<file path="src/rtl/if_stage.sv">
// Instruction-fetch stage.
// Owns the program counter, issues one fetch at a time to a variable-latency
// instruction memory over a req/ack handshake, and presents
// {PC+4, Instruction, valid} to the IF/ID register. A one-entry skid buffer
// keeps a word that returns while the pipeline is frozen. A branch that
// arrives while a request is outstanding drains that request and discards
// its data before fetching the target.
module if_stage #(
    parameter logic [31:0] RESET_PC = 32'h0000_0000
) (
    input  logic        clk,
    input  logic        rst,
    input  logic        freeze,
    input  logic        branch_taken,
    input  logic [31:0] branch_addr,
    output logic        imem_req,
    output logic [31:0] imem_addr,
    input  logic        imem_ack,
    input  logic [31:0] imem_rdata,
    output logic [31:0] PC_out,
    output logic [31:0] Instruction,
    output logic        valid
);

    // FETCH: request at pc outstanding or about to be issued.
    // HOLD : a word is parked in the skid buffer, no request issued.
    // DRAIN: an abandoned request is still in flight; its data is discarded.
    typedef enum logic [1:0] {
        FETCH = 2'd0,
        HOLD  = 2'd1,
        DRAIN = 2'd2
    } state_t;

    state_t      state_reg,      state_next;
    logic [31:0] pc_reg,         pc_next;
    logic [31:0] drain_addr_reg, drain_addr_next;
    logic [31:0] skid_instr_reg, skid_instr_next;
    logic [31:0] skid_pc_reg,    skid_pc_next;
    logic        valid_reg,      valid_next;
    logic [31:0] instr_reg,      instr_next;
    logic [31:0] pc_out_reg,     pc_out_next;

    logic [31:0] branch_target;
    logic [31:0] pc_plus4;

    // Word-aligned redirect target and sequential successor (modulo 2^32).
    assign branch_target = branch_addr & 32'hFFFF_FFFC;
    assign pc_plus4      = pc_reg + 32'd4;

    // The request is withdrawn during reset so the memory sees it cancelled.
    assign imem_req  = ((state_reg == FETCH) || (state_reg == DRAIN)) && !rst;
    assign imem_addr = (state_reg == DRAIN) ? drain_addr_reg : pc_reg;

    assign valid       = valid_reg;
    assign Instruction = instr_reg;
    assign PC_out      = pc_out_reg;

    // State, PC, skid buffer and output register; reset is asynchronous.
    always_ff @(posedge clk or posedge rst) begin
        if (rst) begin
            state_reg      <= FETCH;
            pc_reg         <= RESET_PC;
            drain_addr_reg <= 32'h0;
            skid_instr_reg <= 32'h0;
            skid_pc_reg    <= 32'h0;
            valid_reg      <= 1'b0;
            instr_reg      <= 32'h0;
            pc_out_reg     <= 32'h0;
        end else begin
            state_reg      <= state_next;
            pc_reg         <= pc_next;
            drain_addr_reg <= drain_addr_next;
            skid_instr_reg <= skid_instr_next;
            skid_pc_reg    <= skid_pc_next;
            valid_reg      <= valid_next;
            instr_reg      <= instr_next;
            pc_out_reg     <= pc_out_next;
        end
    end

    // Next-state, PC, skid and output-register update. Everything holds by
    // default, which is what a frozen cycle without a branch needs.
    always_comb begin
        state_next      = state_reg;
        pc_next         = pc_reg;
        drain_addr_next = drain_addr_reg;
        skid_instr_next = skid_instr_reg;
        skid_pc_next    = skid_pc_reg;
        valid_next      = valid_reg;
        instr_next      = instr_reg;
        pc_out_next     = pc_out_reg;

        case (state_reg)
            FETCH: begin
                if (branch_taken) begin
                    // Branch beats freeze; any word acked now is dropped.
                    valid_next      = 1'b0;
                    skid_instr_next = 32'h0;
                    skid_pc_next    = 32'h0;
                    pc_next         = branch_target;
                    if (!imem_ack) begin
                        // Request still in flight: keep its address on the
                        // bus until the memory answers.
                        drain_addr_next = pc_reg;
                        state_next      = DRAIN;
                    end
                end else if (imem_ack) begin
                    pc_next = pc_plus4;
                    if (!freeze) begin
                        valid_next  = 1'b1;
                        instr_next  = imem_rdata;
                        pc_out_next = pc_plus4;
                    end else begin
                        // Decode is stalled; park the word until it frees up.
                        skid_instr_next = imem_rdata;
                        skid_pc_next    = pc_plus4;
                        state_next      = HOLD;
                    end
                end else if (!freeze) begin
                    // Memory wait state with the pipeline moving: bubble.
                    valid_next = 1'b0;
                end
            end

            HOLD: begin
                if (branch_taken) begin
                    valid_next      = 1'b0;
                    skid_instr_next = 32'h0;
                    skid_pc_next    = 32'h0;
                    pc_next         = branch_target;
                    state_next      = FETCH;
                end else if (!freeze) begin
                    valid_next      = 1'b1;
                    instr_next      = skid_instr_reg;
                    pc_out_next     = skid_pc_reg;
                    skid_instr_next = 32'h0;
                    skid_pc_next    = 32'h0;
                    state_next      = FETCH;
                end
            end

            DRAIN: begin
                // No new data arrives while draining; the consumer sees
                // bubbles whenever it is not frozen.
                if (branch_taken || !freeze) begin
                    valid_next = 1'b0;
                end
                if (branch_taken) begin
                    // Newer redirect replaces the pending target.
                    pc_next         = branch_target;
                    skid_instr_next = 32'h0;
                    skid_pc_next    = 32'h0;
                end
                if (imem_ack) begin
                    // Abandoned word arrives and is thrown away.
                    state_next = FETCH;
                end
            end

            default: begin
                state_next = FETCH;
            end
        endcase
    end

endmodule

</file>
<file path="config.mk">
export PLATFORM = sky130hd
export DESIGN_NAME = if_stage
export DESIGN_NICKNAME = d
export VERILOG_FILES = /design/src/rtl/if_stage.sv
export SDC_FILE = /design/constraint.sdc
export NUM_CORES = 1
export LEC_CHECK = 0
export CORE_MARGIN = 4
export CORE_UTILIZATION = 37
export DETAILED_ROUTE_END_ITERATION = 16
export PLACE_DENSITY = 0.66
export SETUP_SLACK_MARGIN = 0.3
export SLEW_MARGIN = 20
export SYNTH_ARGS = -nofsm -noshare
export SYNTH_HDL_FRONTEND = slang
export SYNTH_SLANG_ARGS = --single-unit
</file>
<file path="constraint.sdc">
create_clock -name clk -period 13.2 [get_ports clk]
set_input_delay 2.64 -clock clk [delete_from_list [all_inputs] [get_ports clk]]
set_output_delay 2.64 -clock clk [all_outputs]
set_load 0.02 [all_outputs]
</file>
; Yosys cells after proc, flatten, opt, wreduce, memory -nomap -nowiden
; Index checks and enable logic that the tools add are counted.
[totals]
output_inout_bits = 98
in_bits = 69
reg_bits = 195
[classes]
reduce_logical = 16
add_sub_neg = 1
eq_ne = 16
mux = 43
n_bitwise = 1
[ops]
columns = operator, count
row1 = $mux 32, 23
row2 = $pmux 32 s2, 3
row3 = $pmux 32 s3, 2
row4 = $add 32x3->32 const B, 1
row5 = $mux 2, 7
row6 = $ne 2x2->1 const B, 7
row7 = $ne 3x3->1 const B, 4
row8 = $reduce_and 5->1, 2
row9 = $reduce_and 3->1, 3
row10 = $mux 1, 6
row11 = $pmux 2 s3, 1
row12 = $reduce_and 6->1, 1
row13 = $ne 2x1->1 const B, 2
row14 = $ne 4x4->1 const B, 1
row15 = $reduce_bool 2->1, 2
row16 = $pmux 1 s3, 1
row17 = $reduce_bool 3->1, 1
row18 = $eq 2x1->1 const B, 1
row19 = $eq 2x2->1 const B, 1
row20 = $logic_not 1->1, 2
row21 = $logic_not 2->1, 1
row22 = $logic_or 1x1->1, 2
row23 = $reduce_or 2->1, 1
row24 = $logic_and 1x1->1, 1
row25 = $not 1->1, 1

; Depth between registers and ports, before layout
; Gate-level depths: netlist (run 1).
[depth]
ltp_word = 5
ltp_mapped = 9
ltp_nobuf = 7

; Least setup slack after synthesis (run 1)
; No wires, ideal clock.
[synth_timing]
kind = input to output
from = input port rst
to = output port imem_req
n_path_buf = 0
arrival_ps = 2933
cell_stages = 1
slack_ps = 7627
cell_sequence = nor2_1
[synth_between]
elab_chain_cells = 2
[synth_lines]
columns = item, line
row1 = from (decl), 12  ; input logic rst,
row2 = $logic_not 1->1 (no source line), --
row3 = $logic_and 1x1->1, 51  ; assign imem_req = ((state_reg == FETCH) || (state_reg == DRAIN)) && !rst;
row4 = to (decl), 16  ; output logic imem_req,
; Every way passes these cells.

; Worst setup path after layout (run 1)
; Same ends and word-level chain as after synthesis.

==> metrics.md, run 1 <==
| Metric | Value |
|---|---|
| Fraction of final layout cells sized beyond drive strength 1 | `0.1044` |
| Register-to-register setup slack | `9620 ps` |
| Number of instances in the synthesized netlist | `981` |
| P_sw | `0.001212 W` |
| Core Box Area | `0.02453 mm²` |
| VDD IR max | `134.6 µV` |
| Post_cts resized | `0` |
| Post-synthesis sequential area ratio | `0.5075` |
| Hold-fix buffers at CTS | `0` |
| Transition time at the pin with the least slew margin | `1056 ps` |
| Routed length on met3 | `1247 µm` |
| XOR/XNOR share of the synthesized area | `0.02349` |
| Count of buffers inserted at the top-level ports | `162` |
| Max frequency | `153.0 MHz` |
| Path class of the lowest-slack min-delay path | `reg2reg` |
| Adder and majority gate portion of the synthesized area | `0.006712` |
| Leakage power summed over all cells | `4.710 nW` |
| Slew headroom | `0.2961` |
| Number of setup violations in the final report | `0` |
| Detailed-route via count | `7,531` |
| Synth unique cells | `50` |
| Critical path peak fanout | `2` |
| Post-synthesis simple-gate area fraction | `0.1549` |
| Commonest non-fill, non-tap cells in the layout | `sky130_fd_sc_hd__dfrtp_1 (189), sky130_fd_sc_hd__nand2_1 (188), sky130_fd_sc_hd__clkdlybuf4s50_1 (162), sky130_fd_sc_hd__o21ai_0 (121), sky130_fd_sc_hd__mux2_2 (59)` |
| H-tree depth | `4` |
| Worst Path Required | `10,560 ps` |
| Share of the clock period used by the worst path | `0.4953` |
| Result of the run | `complete, no violations` |
| Total length of routed wires | `24,930 µm` |
| Dominant combinational cell family by area after synthesis | `simple AND/OR/NAND/NOR gates` |
| Critical path endpoint category | `output port` |
| Die area | `0.02779 mm²` |
| RSZ-0062 raised after global routing | `no` |
| Shortest clock period the worst path allows after layout | `6538 ps` |
| Bufs and invs on worst path | `2` |
| Area used by multi-input combinational logic | `0.004208 mm²` |
| Hold path startpoint | `skid_pc_reg[11]` |
| Buffer type at the clock tree root | `sky130_fd_sc_hd__clkbuf_16` |
| Post-DR vias/cell | `5.319` |
| Number of fill cells | `2,336` |
| Post-synthesis sequential element count | `189` |
| Launch instance of the worst register-to-register path | `state_reg[1]` |
| Max Clock Skew | `10.25 ps` |
| First-pass DRT Iterations | `6` |
| Wire length on met2 | `11,270 µm` |
| Netlist area before placement | `0.009320 mm²` |
| Total Neg Setup Slack | `0 ps` |
| End of the worst register-to-register path | `skid_pc_reg[21]` |
| Max-cap violation count | `0` |
| Uppermost signal routing layer after detailed routing | `met4` |
| Weighted congestion at the end of routability-driven global placement | `0.8923` |
| I/O pin count | `167` |
| Fraction of registers with async set/reset | `1.000` |
| Cell Chain, Critical Path | `clkdlybuf4s50_1 > nor2_1 > clkdlybuf4s50_1` |
| Routed len/inst | `17.61 µm` |
| Starting utilization of the core area | `0.3799` |
| Worst-case hold slack | `473.6 ps` |
| Syn-to-layout area delta | `24.92%` |
| ANT cells | `0` |
| Number of buffers created by CTS | `17` |
| Share of total power in the clock network | `0.172` |
| Synthesized-area fraction occupied by ao, oa, aoi and oai cells | `0.1526` |
| Arrival time worst endpoint | `3900 ps` |
| HPWL after detailed placement | `16,510 µm` |
| Part of the power in combinational logic | `0.467` |
| TritonCTS clock tree | `built` |
| Clock slew at reported path FFs | `70 ps` |
| Critical path's top delay family | `buffers and inverters` |
| Startpoint types | `input port` |
| Vias in the first global route | `7,409` |
| Number of buffers on the longest clock path | `2` |
| Chip width | `166.7 µm` |
| Part of the power in registers | `0.361` |
| Mean post-synth cell area | `9.501 µm²` |
| Total placed cells including tap cells | `1,385` |
| Count of flip-flops with a built-in enable after synthesis | `0` |
| Number of cells on the worst hold path | `2` |
| Synth warn | `0` |
| DRC violations left | `0` |
| Chip Height | `166.7 µm` |
| Slowest-stage cell, CP | `sky130_fd_sc_hd__clkdlybuf4s50_1` |
| Share of cell area taken by muxes after synthesis | `0.1078` |
| Number of non-filler instances in the completed layout | `1,416` |
| Maximum number of pins on one net before global-route repair | `127` |
| Worst-skew pair later-pin latency | `430 ps` |
| PwrDens | `250.4 mW/mm²` |
| Commonest register cell after synthesis | `sky130_fd_sc_hd__dfrtp_1` |
| Cell internal pwr | `0.001703 W` |
| Final number of max-transition violations | `0` |
| Switch share | `0.4158` |
| Type of the worst setup path | `in2out` |
| Sequential Area | `0.004730 mm²` |
| Core Rows | `57` |
| Total routing resource utilization after global routing | `0.1780` |
| Biggest cell delay along the critical path | `610 ps` |
| First-pass GRT wire length | `40,680 µm` |
| Antenna violations before repair | `0` |
| Global-route congestion overflow total | `0` |
| Post-CTS Setup Bufs | `0` |
| Metal-1 WL | `12,090 µm` |
| Number of nets in the final layout | `1,154` |
| Most common library cell in the layout ignoring fill and taps | `sky130_fd_sc_hd__dfrtp_1` |
| Total count of hold-check failures in the final report | `0` |
| Capture endpoint of the worst hold path | `skid_pc_reg[11]` |
| Initial drt markers | `741` |
| FF-to-FF path depth | `9` |
| Count of clock tree sinks | `189` |
| Most frequent cell on the critical path | `sky130_fd_sc_hd__clkdlybuf4s50_1` |
| Final antenna-violating net count | `0` |
[cell usage after synthesis, types with 4 or more instances]
master	count	area, µm²
sky130_fd_sc_hd__o21ai_0	121	605.6
sky130_fd_sc_hd__buf_4	6	45.04
sky130_fd_sc_hd__nand3_1	29	145.1
sky130_fd_sc_hd__nand4_1	10	62.56
sky130_fd_sc_hd__or3_1	6	37.54
sky130_fd_sc_hd__a21oi_1	50	250.2
sky130_fd_sc_hd__xnor2_1	11	96.34
sky130_fd_sc_hd__o22a_1	4	35.03
sky130_fd_sc_hd__ha_1	5	62.56
sky130_fd_sc_hd__dfrtp_1	189	4730
sky130_fd_sc_hd__o31ai_1	7	52.55
sky130_fd_sc_hd__xor2_1	14	122.6
sky130_fd_sc_hd__mux2i_1	34	340.3
sky130_fd_sc_hd__a31oi_1	7	43.79
sky130_fd_sc_hd__or4_4	4	45.04
sky130_fd_sc_hd__buf_2	13	65.06
sky130_fd_sc_hd__o22ai_1	26	162.7
sky130_fd_sc_hd__clkbuf_1	57	214.0
sky130_fd_sc_hd__buf_1	14	52.55
sky130_fd_sc_hd__nor2_1	36	135.1
sky130_fd_sc_hd__inv_1	11	41.29
sky130_fd_sc_hd__nand2_1	188	705.7
sky130_fd_sc_hd__nor4_1	5	31.28
sky130_fd_sc_hd__nor3_1	13	65.06
sky130_fd_sc_hd__a2bb2oi_1	16	140.1
sky130_fd_sc_hd__mux2_2	59	664.4
sky130_fd_sc_hd__and4_1	6	52.55
sky130_fd_sc_hd__and3_1	9	56.30
[per-layer routing]
metal  track usage  up-vias
met4       0.04055        0
met3       0.03271       28
met5             0        -
met2        0.2706      264
li1              -     3628
met1        0.2661     3611
[final cells by class]
type                       count  area share
inverter                      11    0.004191
clock inverter                14     0.01171
tap                          324     0.03482
timing repair buffer         171      0.1451
multi-input combinational    690      0.3614
sequential                   189      0.4062
clock buffer                  17     0.03654
[power by group through the flow]
stage | Sequential [W] | Combinational (W) | Clock, W
after global placement | 0.00104 | 0.00135 | 0
after detailed placement | 0.00106 | 0.00137 | 0
final | 0.00105 | 0.00136 | 0.000502
after CTS | 0.00105 | 0.00137 | 0.000515
after global routing | 0.00109 | 0.00148 | 0.000536
after floorplan | 0.00106 | 0.000821 | 0
[stage by stage]
stage          worst slack (ps)  area (µm²)  power (W)  utilization
5_1_grt                    6647       11640   0.003108       0.4746
2_1_floorplan              5418        9324   0.001884            -
3_3_place_gp               6662       11080   0.002394       0.4517
3_5_place_dp               6658       11080   0.002429       0.4517
6_report                   6662       11640   0.002915       0.4746
4_1_cts                    6652       11640   0.002938       0.4746
[worst max path at each step]
stage	depth (start not counted)	startpoint	slack [ps]	end
2_1_floorplan	1	rst	5420	Instruction[0]
3_3_place_gp	3	rst	6660	imem_req
3_5_place_dp	3	rst	6660	imem_req
4_1_cts	3	rst	6650	imem_req
5_1_grt	3	rst	6650	imem_req
6_report	3	rst	6660	imem_req
[tightest hold or removal path: stages (launching register included)]
cell                      delay (ps)
sky130_fd_sc_hd__dfrtp_1         340
sky130_fd_sc_hd__nand2_1          40
sky130_fd_sc_hd__o21ai_0          60
[kinds of logic (layout without fill, tap and decap cells)]
kind of cell / after synthesis / after routing
AOI/OAI and AO/OA: 248 / 248
xor gates and xnor gates: 25 / 25
adders and majority gates: 5 / 5
buffers and inverters: 103 / 213
DFF: 189 / 189
muxes: 93 / 93
other: 1 / 2
and+or+nand+nor: 317 / 317
No activity file was read; power rests on OpenSTA's default activity.
==> run 2: changes to the inputs <==
clock period = 6.8 ns   (was 13.2 ns; I/O delays follow)
==> run 2 against run 1 <==
  * Utilization is 0.44 points higher
  * Combinational power is 95% higher
  * Clock power is 120% higher
  * Clock-buffer cell count is 2 higher
  * Sequential power is 94% higher
  * First-iteration DRC count is 9.2% lower
  * Design area is 0.92% higher
  * Non-clock buffer count is 1 higher
  * Worst hold slack better by 1.4 ps
  * Critical endpoint unchanged
  * Wire length is 0.27% higher
  * Critical path depth stayed put
  * Setup slack worse by 3800 ps
==> metrics.md, run 2 (synthesis results as in run 1) <==
| Metric | Value |
|---|---|
| Bufs and invs on worst path | `2 (unchanged)` |
| Share of the clock period used by the worst path | `0.5757` |
| Path class of the lowest-slack min-delay path | `reg2reg` |
| Most common library cell in the layout ignoring fill and taps | `sky130_fd_sc_hd__dfrtp_1` |
| P_sw | `0.002321 W (+92%)` |
| Hold-fix buffers at CTS | `0 (unchanged)` |
| VDD IR max | `232.0 µV (+72%)` |
| FF-to-FF path depth | `9 (unchanged)` |
| Share of total power in the clock network | `0.189 (+0.017)` |
| Cell internal pwr | `0.003455 W (+100%)` |
| Max frequency | `255.4 MHz` |
| Antenna violations before repair | `0 (unchanged)` |
| Max Clock Skew | `10.28 ps (+0.03060 ps)` |
| H-tree depth | `4 (unchanged)` |
| Number of cells on the worst hold path | `2 (unchanged)` |
| Critical path endpoint category | `output port` |
| Most frequent cell on the critical path | `sky130_fd_sc_hd__clkdlybuf4s50_1` |
| Worst-skew pair later-pin latency | `430 ps (about the same)` |
| Post-DR vias/cell | `5.328 (+0.17%)` |
| Cell Chain, Critical Path | `clkdlybuf4s50_1 > nor2_1 > clkdlybuf4s50_1` |
| RSZ-0062 raised after global routing | `no` |
| Part of the power in combinational logic | `0.458 (-0.009)` |
| Result of the run | `complete, no violations` |
| Maximum number of pins on one net before global-route repair | `190 (+50%)` |
| Worst setup slack before clock tree synthesis | `2673 ps (-3985 ps)` |
| Slew headroom | `0.3033 (+0.007230)` |
| Worst Path Required | `5440 ps (-5120 ps)` |
| TritonCTS clock tree | `built` |
| First-pass GRT wire length | `40,740 µm (+0.15%)` |
| Post-CTS Setup Bufs | `0 (unchanged)` |
| Leakage power summed over all cells | `4.758 nW (+1.0%)` |
| Commonest non-fill, non-tap cells in the layout | `sky130_fd_sc_hd__dfrtp_1 (189), sky130_fd_sc_hd__nand2_1 (188), sky130_fd_sc_hd__clkdlybuf4s50_1 (162), sky130_fd_sc_hd__o21ai_0 (121), sky130_fd_sc_hd__mux2_2 (59)` |
| PwrDens | `491.6 mW/mm² (+96%)` |
| Total routing resource utilization after global routing | `0.1798 (+0.001751)` |
| I/O pin count | `167 (unchanged)` |
| Critical path's top delay family | `buffers and inverters` |
| Launch instance of the worst register-to-register path | `state_reg[1]` |
| Routed len/inst | `17.65 µm (+0.27%)` |
| Shortest clock period the worst path allows after layout | `3915 ps` |
| Buffer type at the clock tree root | `sky130_fd_sc_hd__clkbuf_16` |
| Starting utilization of the core area | `0.3799 (unchanged)` |
| Number of buffers on the longest clock path | `2 (unchanged)` |
| Transition time at the pin with the least slew margin | `1045 ps (-10.85 ps)` |
| HPWL after detailed placement | `16,510 µm (about the same)` |
| Switch share | `0.4018 (-0.01394)` |
| Fraction of final layout cells sized beyond drive strength 1 | `0.1035 (-0.0009158)` |
| Power, Total | `0.005776 W (+98%)` |
| Vias in the first global route | `7,401 (-0.11%)` |
| Die area | `0.02779 mm² (unchanged)` |
| Type of the worst setup path | `in2out` |
| Arrival time worst endpoint | `2550 ps (-1350 ps)` |
| Register-to-register setup slack | `3220 ps (-6400 ps)` |
| Final number of max-transition violations | `0 (unchanged)` |
| Syn-to-layout area delta | `26.07%` |
| Weighted congestion at the end of routability-driven global placement | `0.8383 (-6.1%)` |
| Max-cap violation count | `0 (unchanged)` |
| Core Box Area | `0.02453 mm² (unchanged)` |
| Final Util | `0.4789 (+0.004386)` |
| Total length of routed wires | `25,000 µm (+0.27%)` |
| Clock slew at reported path FFs | `70 ps (about the same)` |
| Post_cts resized | `0 (unchanged)` |
| Final antenna-violating net count | `0 (unchanged)` |
| Detailed-route via count | `7,544 (+0.17%)` |
| Number of nets in the final layout | `1,155 (+0.087%)` |
| Capture endpoint of the worst hold path | `skid_pc_reg[13]` |
| Count of clock tree sinks | `189 (unchanged)` |
| Part of the power in registers | `0.353 (-0.008)` |
| Biggest cell delay along the critical path | `610 ps (about the same)` |
| Chip Height | `166.7 µm (unchanged)` |
| Slowest-stage cell, CP | `sky130_fd_sc_hd__clkdlybuf4s50_1` |
| Initial drt markers | `673 (-9.2%)` |
| Total Neg Setup Slack | `0 ps (unchanged)` |
| DRC violations left | `0 (unchanged)` |
| ANT cells | `0 (unchanged)` |
| Startpoint types | `input port` |
| Final WS setup | `2885 ps (-3777 ps)` |
| Count of buffers inserted at the top-level ports | `162 (unchanged)` |
| Number of fill cells | `2,320 (-0.68%)` |
| Critical path peak fanout | `2 (unchanged)` |
| Core Rows | `57 (unchanged)` |
| Hold path startpoint | `skid_pc_reg[13]` |
| End of the worst register-to-register path | `skid_pc_reg[21]` |
| Total count of hold-check failures in the final report | `0 (unchanged)` |
| Chip width | `166.7 µm (unchanged)` |
| Number of setup violations in the final report | `0 (unchanged)` |
| First-pass DRT Iterations | `6 (unchanged)` |
| Global-route congestion overflow total | `0 (unchanged)` |
| Number of buffers created by CTS | `17 (unchanged)` |
[run 2: cell types whose count changed in the layout (fill, tap and decap cells not counted), moves of 2 or more]
cell / previous run / this run
sky130_fd_sc_hd__inv_6: 5 / 2
sky130_fd_sc_hd__bufinv_16: 1 / 5
sky130_fd_sc_hd__clkinv_4: 3 / 0
sky130_fd_sc_hd__inv_8: 2 / 0
[run 2: how the worst max path moves through the flow]
stage          depth (start not counted)             end  slack (ps)         start
6_report                               3        imem_req        2890           rst
5_1_grt                                5   imem_addr[31]        2830  state_reg[0]
3_3_place_gp                           6       pc_reg[8]        2690  branch_taken
3_5_place_dp                           6       pc_reg[8]        2670  branch_taken
2_1_floorplan                          1  Instruction[0]        3010           rst
4_1_cts                                3        imem_req        2870           rst
[run 2: power groups by stage]
stage | combinational (W) | sequential (W) | clock, W
global route | 0.00289 | 0.00212 | 0.00116
global placement | 0.00262 | 0.00203 | 0
floorplan | 0.00159 | 0.00206 | 0
detailed placement | 0.00266 | 0.00206 | 0
CTS | 0.00268 | 0.00204 | 0.00112
finish | 0.00265 | 0.00204 | 0.00109
[run 2: layout make-up]
class	count	area [µm²]	area share
clock buffer	19	442.9	0.03770
sequential	189	4730	0.4025
tap	324	405.4	0.03450
timing repair buffer	172	1729	0.1472
inverter	11	45.04	0.003833
multi-input combinational	690	4208	0.3581
clock inverter	11	190.2	0.01619
[run 2: worst register-to-register path: stages, from the launching register on]
cell and delay (ps):
sky130_fd_sc_hd__dfrtp_1 410, sky130_fd_sc_hd__inv_1 150, sky130_fd_sc_hd__ha_4 440, sky130_fd_sc_hd__buf_4 640, sky130_fd_sc_hd__and2_1 260, sky130_fd_sc_hd__a2111oi_0 120
sky130_fd_sc_hd__a21oi_4 180, sky130_fd_sc_hd__buf_4 780, sky130_fd_sc_hd__nor3_1 140, sky130_fd_sc_hd__a221o_1 350
[run 2: routing by layer]
| metal | track usage | wire [µm] |
|---|---|---|
| met2 | 0.2757 | 11190 |
| met5 | 0 | 0 |
| met1 | 0.2649 | 12120 |
| met3 | 0.03958 | 1409 |
| met4 | 0.03522 | 275 |
[run 2: per-stage QoR]
step / area [µm²] / instances / hold WS (ps)
4_1_cts: 11720 / 1415 / 478.4
2_1_floorplan: 9328 / 982 / 442.3
5_1_grt: 11750 / 1416 / 499.1
3_5_place_dp: 11090 / 1385 / 462.8
3_3_place_gp: 11090 / 1385 / 454.7
6_report: 11750 / 1416 / 475.0
==> run 3: changes to the inputs <==
PLACE_DENSITY = 0.68   (was 0.66)
clock period = 3.15 ns   (was 6.8 ns; I/O delays follow)
==> run 3 against run 2 <==
  * Register-to-register slack lost 2600 ps
  * Clock-buffer cell count is 1 lower
  * Highest routed layer unchanged
  * Sequential power increased by 110%
  * Final cell count grew 1.5%
  * Non-clock buffer count increased by 19
  * Setup slack got worse by 2500 ps
  * Power up 110%
  * Clock power is 92% higher
  * Critical path depth grew 2
==> metrics.md, run 3 (synthesis results as in run 1) <==
| Metric | Value |
|---|---|
| Result of the run | `complete, no violations` |
| Chip Height | `166.7 µm (unchanged)` |
| TritonCTS clock tree | `built` |
| Share of total power in the clock network | `0.171 (-0.018)` |
| Core Box Area | `0.02453 mm² (unchanged)` |
| Final antenna-violating net count | `0 (unchanged)` |
| Count of clock tree sinks | `189 (unchanged)` |
| Hold-fix buffers at CTS | `0 (unchanged)` |
| Hold path startpoint | `skid_pc_reg[13]` |
| Launch instance of the worst register-to-register path | `pc_reg[3]` |
| End of the worst register-to-register path | `PC_out[26]` |
| Number of buffers created by CTS | `17 (unchanged)` |
| DRC violations left | `0 (unchanged)` |
| Most common library cell in the layout ignoring fill and taps | `sky130_fd_sc_hd__dfrtp_1` |
| Slew headroom | `0.5894 (+0.2861)` |
| Path class of the lowest-slack min-delay path | `reg2reg` |
| H-tree depth | `4 (unchanged)` |
| Number of buffers on the longest clock path | `2 (unchanged)` |
| Max-cap violation count | `0 (unchanged)` |
| Maximum number of pins on one net before global-route repair | `71 (-63%)` |
| FF-to-FF path depth | `6 (-3)` |
| Source of the critical timing path | `state_reg[0]` |
| Worst Path Required | `2520 ps (-2920 ps)` |
| Total Neg Setup Slack | `0 ps (unchanged)` |
| Die area | `0.02779 mm² (unchanged)` |
| Type of the worst setup path | `reg2out` |
| Switch share | `0.4213 (+0.01950)` |
| Total count of hold-check failures in the final report | `0 (unchanged)` |
| Number of nets in the final layout | `1,174 (+1.6%)` |
| ANT cells | `0 (unchanged)` |
| Power, Total | `0.01223 W (+110%)` |
| Antenna violations before repair | `0 (unchanged)` |
| Clock slew at reported path FFs | `70 ps (about the same)` |
| PwrDens | `1029 mW/mm² (+110%)` |
| Chip width | `166.7 µm (unchanged)` |
| Capture endpoint of the worst hold path | `skid_pc_reg[13]` |
| Worst-skew pair later-pin latency | `430 ps (about the same)` |
| Global-route congestion overflow total | `0 (unchanged)` |
| Total length of routed wires | `25,290 µm (+1.2%)` |
| Final number of max-transition violations | `0 (unchanged)` |
| Register-to-register setup slack | `610 ps (-2610 ps)` |
| Commonest non-fill, non-tap cells in the layout | `sky130_fd_sc_hd__dfrtp_1 (189), sky130_fd_sc_hd__nand2_1 (188), sky130_fd_sc_hd__clkdlybuf4s50_1 (131), sky130_fd_sc_hd__o21ai_0 (121), sky130_fd_sc_hd__mux2_2 (59)` |
| Post-CTS Setup Bufs | `0 (unchanged)` |
| Number of setup violations in the final report | `0 (unchanged)` |
| Starting utilization of the core area | `0.3799 (unchanged)` |
| Weighted congestion at the end of routability-driven global placement | `0.8448 (+0.78%)` |
| Startpoint types | `flop` |
| RSZ-0062 raised after global routing | `no` |
| Leakage power summed over all cells | `4.900 nW (+3.0%)` |
| Part of the power in combinational logic | `0.471 (+0.013)` |
| P_sw | `0.005153 W (+120%)` |
| First-pass GRT wire length | `40,660 µm (-0.20%)` |
| Shortest clock period the worst path allows after layout | `2746 ps` |
| Arrival time worst endpoint | `2120 ps (-430 ps)` |
| Routed len/inst | `17.60 µm (-0.33%)` |
| Number of cells on the worst hold path | `2 (unchanged)` |
| Count of buffers inserted at the top-level ports | `162 (unchanged)` |
| Detailed-route via count | `7,664 (+1.6%)` |
| Fraction of final layout cells sized beyond drive strength 1 | `0.1231 (+0.01961)` |
| Post-DR vias/cell | `5.333 (+0.11%)` |
| Cell internal pwr | `0.007078 W (+100%)` |
| Syn-to-layout area delta | `27.52%` |
| Total routing resource utilization after global routing | `0.1795 (-0.0002380)` |
| Max frequency | `364.2 MHz` |
| Critical path peak fanout | `19 (+17)` |
| Max Clock Skew | `9.089 ps (-1.189 ps)` |
| Part of the power in registers | `0.358 (+0.005)` |
| Buffer type at the clock tree root | `sky130_fd_sc_hd__clkbuf_16` |
| Critical path endpoint category | `output port` |
| First-pass DRT Iterations | `5 (-1)` |
| HPWL after detailed placement | `17,940 µm (+8.7%)` |
| Share of the clock period used by the worst path | `0.8717` |
| Initial drt markers | `687 (+2.1%)` |
| Core Rows | `57 (unchanged)` |
| Transition time at the pin with the least slew margin | `614.4 ps (-430.6 ps)` |
| Vias in the first global route | `7,395 (-0.081%)` |
| I/O pin count | `167 (unchanged)` |
| VDD IR max | `509.9 µV (+120%)` |
-- run 3: changes by cell type in the layout (fill, tap and decap cells not counted), moves of 2 or more --
cell                              before  now
sky130_fd_sc_hd__clkinvlp_4            2    4
sky130_fd_sc_hd__dlymetal6s2s_1        0    5
sky130_fd_sc_hd__clkinv_2              3    0
sky130_fd_sc_hd__ha_2                  0    2
sky130_fd_sc_hd__clkinv_4              0    4
sky130_fd_sc_hd__inv_8                 0    4
sky130_fd_sc_hd__buf_12                1    7
sky130_fd_sc_hd__buf_4                 8   21
sky130_fd_sc_hd__bufinv_16             5    0
sky130_fd_sc_hd__dlygate4sd2_1         0   26
sky130_fd_sc_hd__ha_1                  4    2
sky130_fd_sc_hd__clkdlybuf4s50_1     162  131
-- run 3: final cells by class --
type                       instances  area [µm²]
fill                            2319       12650
sequential                       189        4730
multi-input combinational        690        4213
timing repair buffer             191        1924
clock buffer                      18       439.2
tap                              324       405.4
clock inverter                    14       128.9
inverter                          11       45.04
-- run 3: metal layers --
metal	GRT usage	up-vias	share of wire
met5	0	-	0
met4	0.03771	0	0.0095
met3	0.03958	14	0.061
met2	0.2796	265	0.46
met1	0.2597	3729	0.47
li1	-	3656	-
-- run 3: critical path: stages, from the launching register on --
cell	delay, ps
sky130_fd_sc_hd__dfrtp_1	430
sky130_fd_sc_hd__inv_1	120
sky130_fd_sc_hd__ha_2	250
sky130_fd_sc_hd__buf_12	180
sky130_fd_sc_hd__mux2_2	360
sky130_fd_sc_hd__dlygate4sd2_1	320
-- run 3: how the worst max path moves through the flow --
stage | end | cells after the start | slack (ps)
finish | imem_addr[15] | 5 | 400
global route | imem_addr[15] | 5 | 330
CTS | imem_addr[18] | 5 | 170
detailed placement | skid_instr_reg[31] | 7 | 370
global placement | skid_instr_reg[29] | 7 | 410
floorplan | Instruction[0] | 1 | 90
-- run 3: power groups by stage --
stage / clock network, W / registers [W] / logic, W
2_1_floorplan: 0 / 0.00445 / 0.00344
3_3_place_gp: 0 / 0.00435 / 0.00584
3_5_place_dp: 0 / 0.00442 / 0.00593
4_1_cts: 0.00216 / 0.00437 / 0.00578
5_1_grt: 0.00224 / 0.00453 / 0.00628
6_report: 0.00209 / 0.00438 / 0.00576
-- run 3: repair_timing --
item | in CTS | in global routing
gates cloned | 0 | 1
setup endpoints to repair | 31 | 5
gates resized for setup | 26 | 7
-- run 3: through the flow --
step,setup WS (ps),util,instance area (µm²),instances,hold WS [ps]
floorplan,85.53,-,9328,982,442.3
global placement,411.8,0.4609,11310,1404,455.5
detailed placement,372.1,0.4609,11310,1404,464.8
CTS,166.0,0.4827,11840,1436,480.3
global route,333.0,0.4844,11890,1437,497.9
finish,404.2,0.4844,11890,1437,477.0
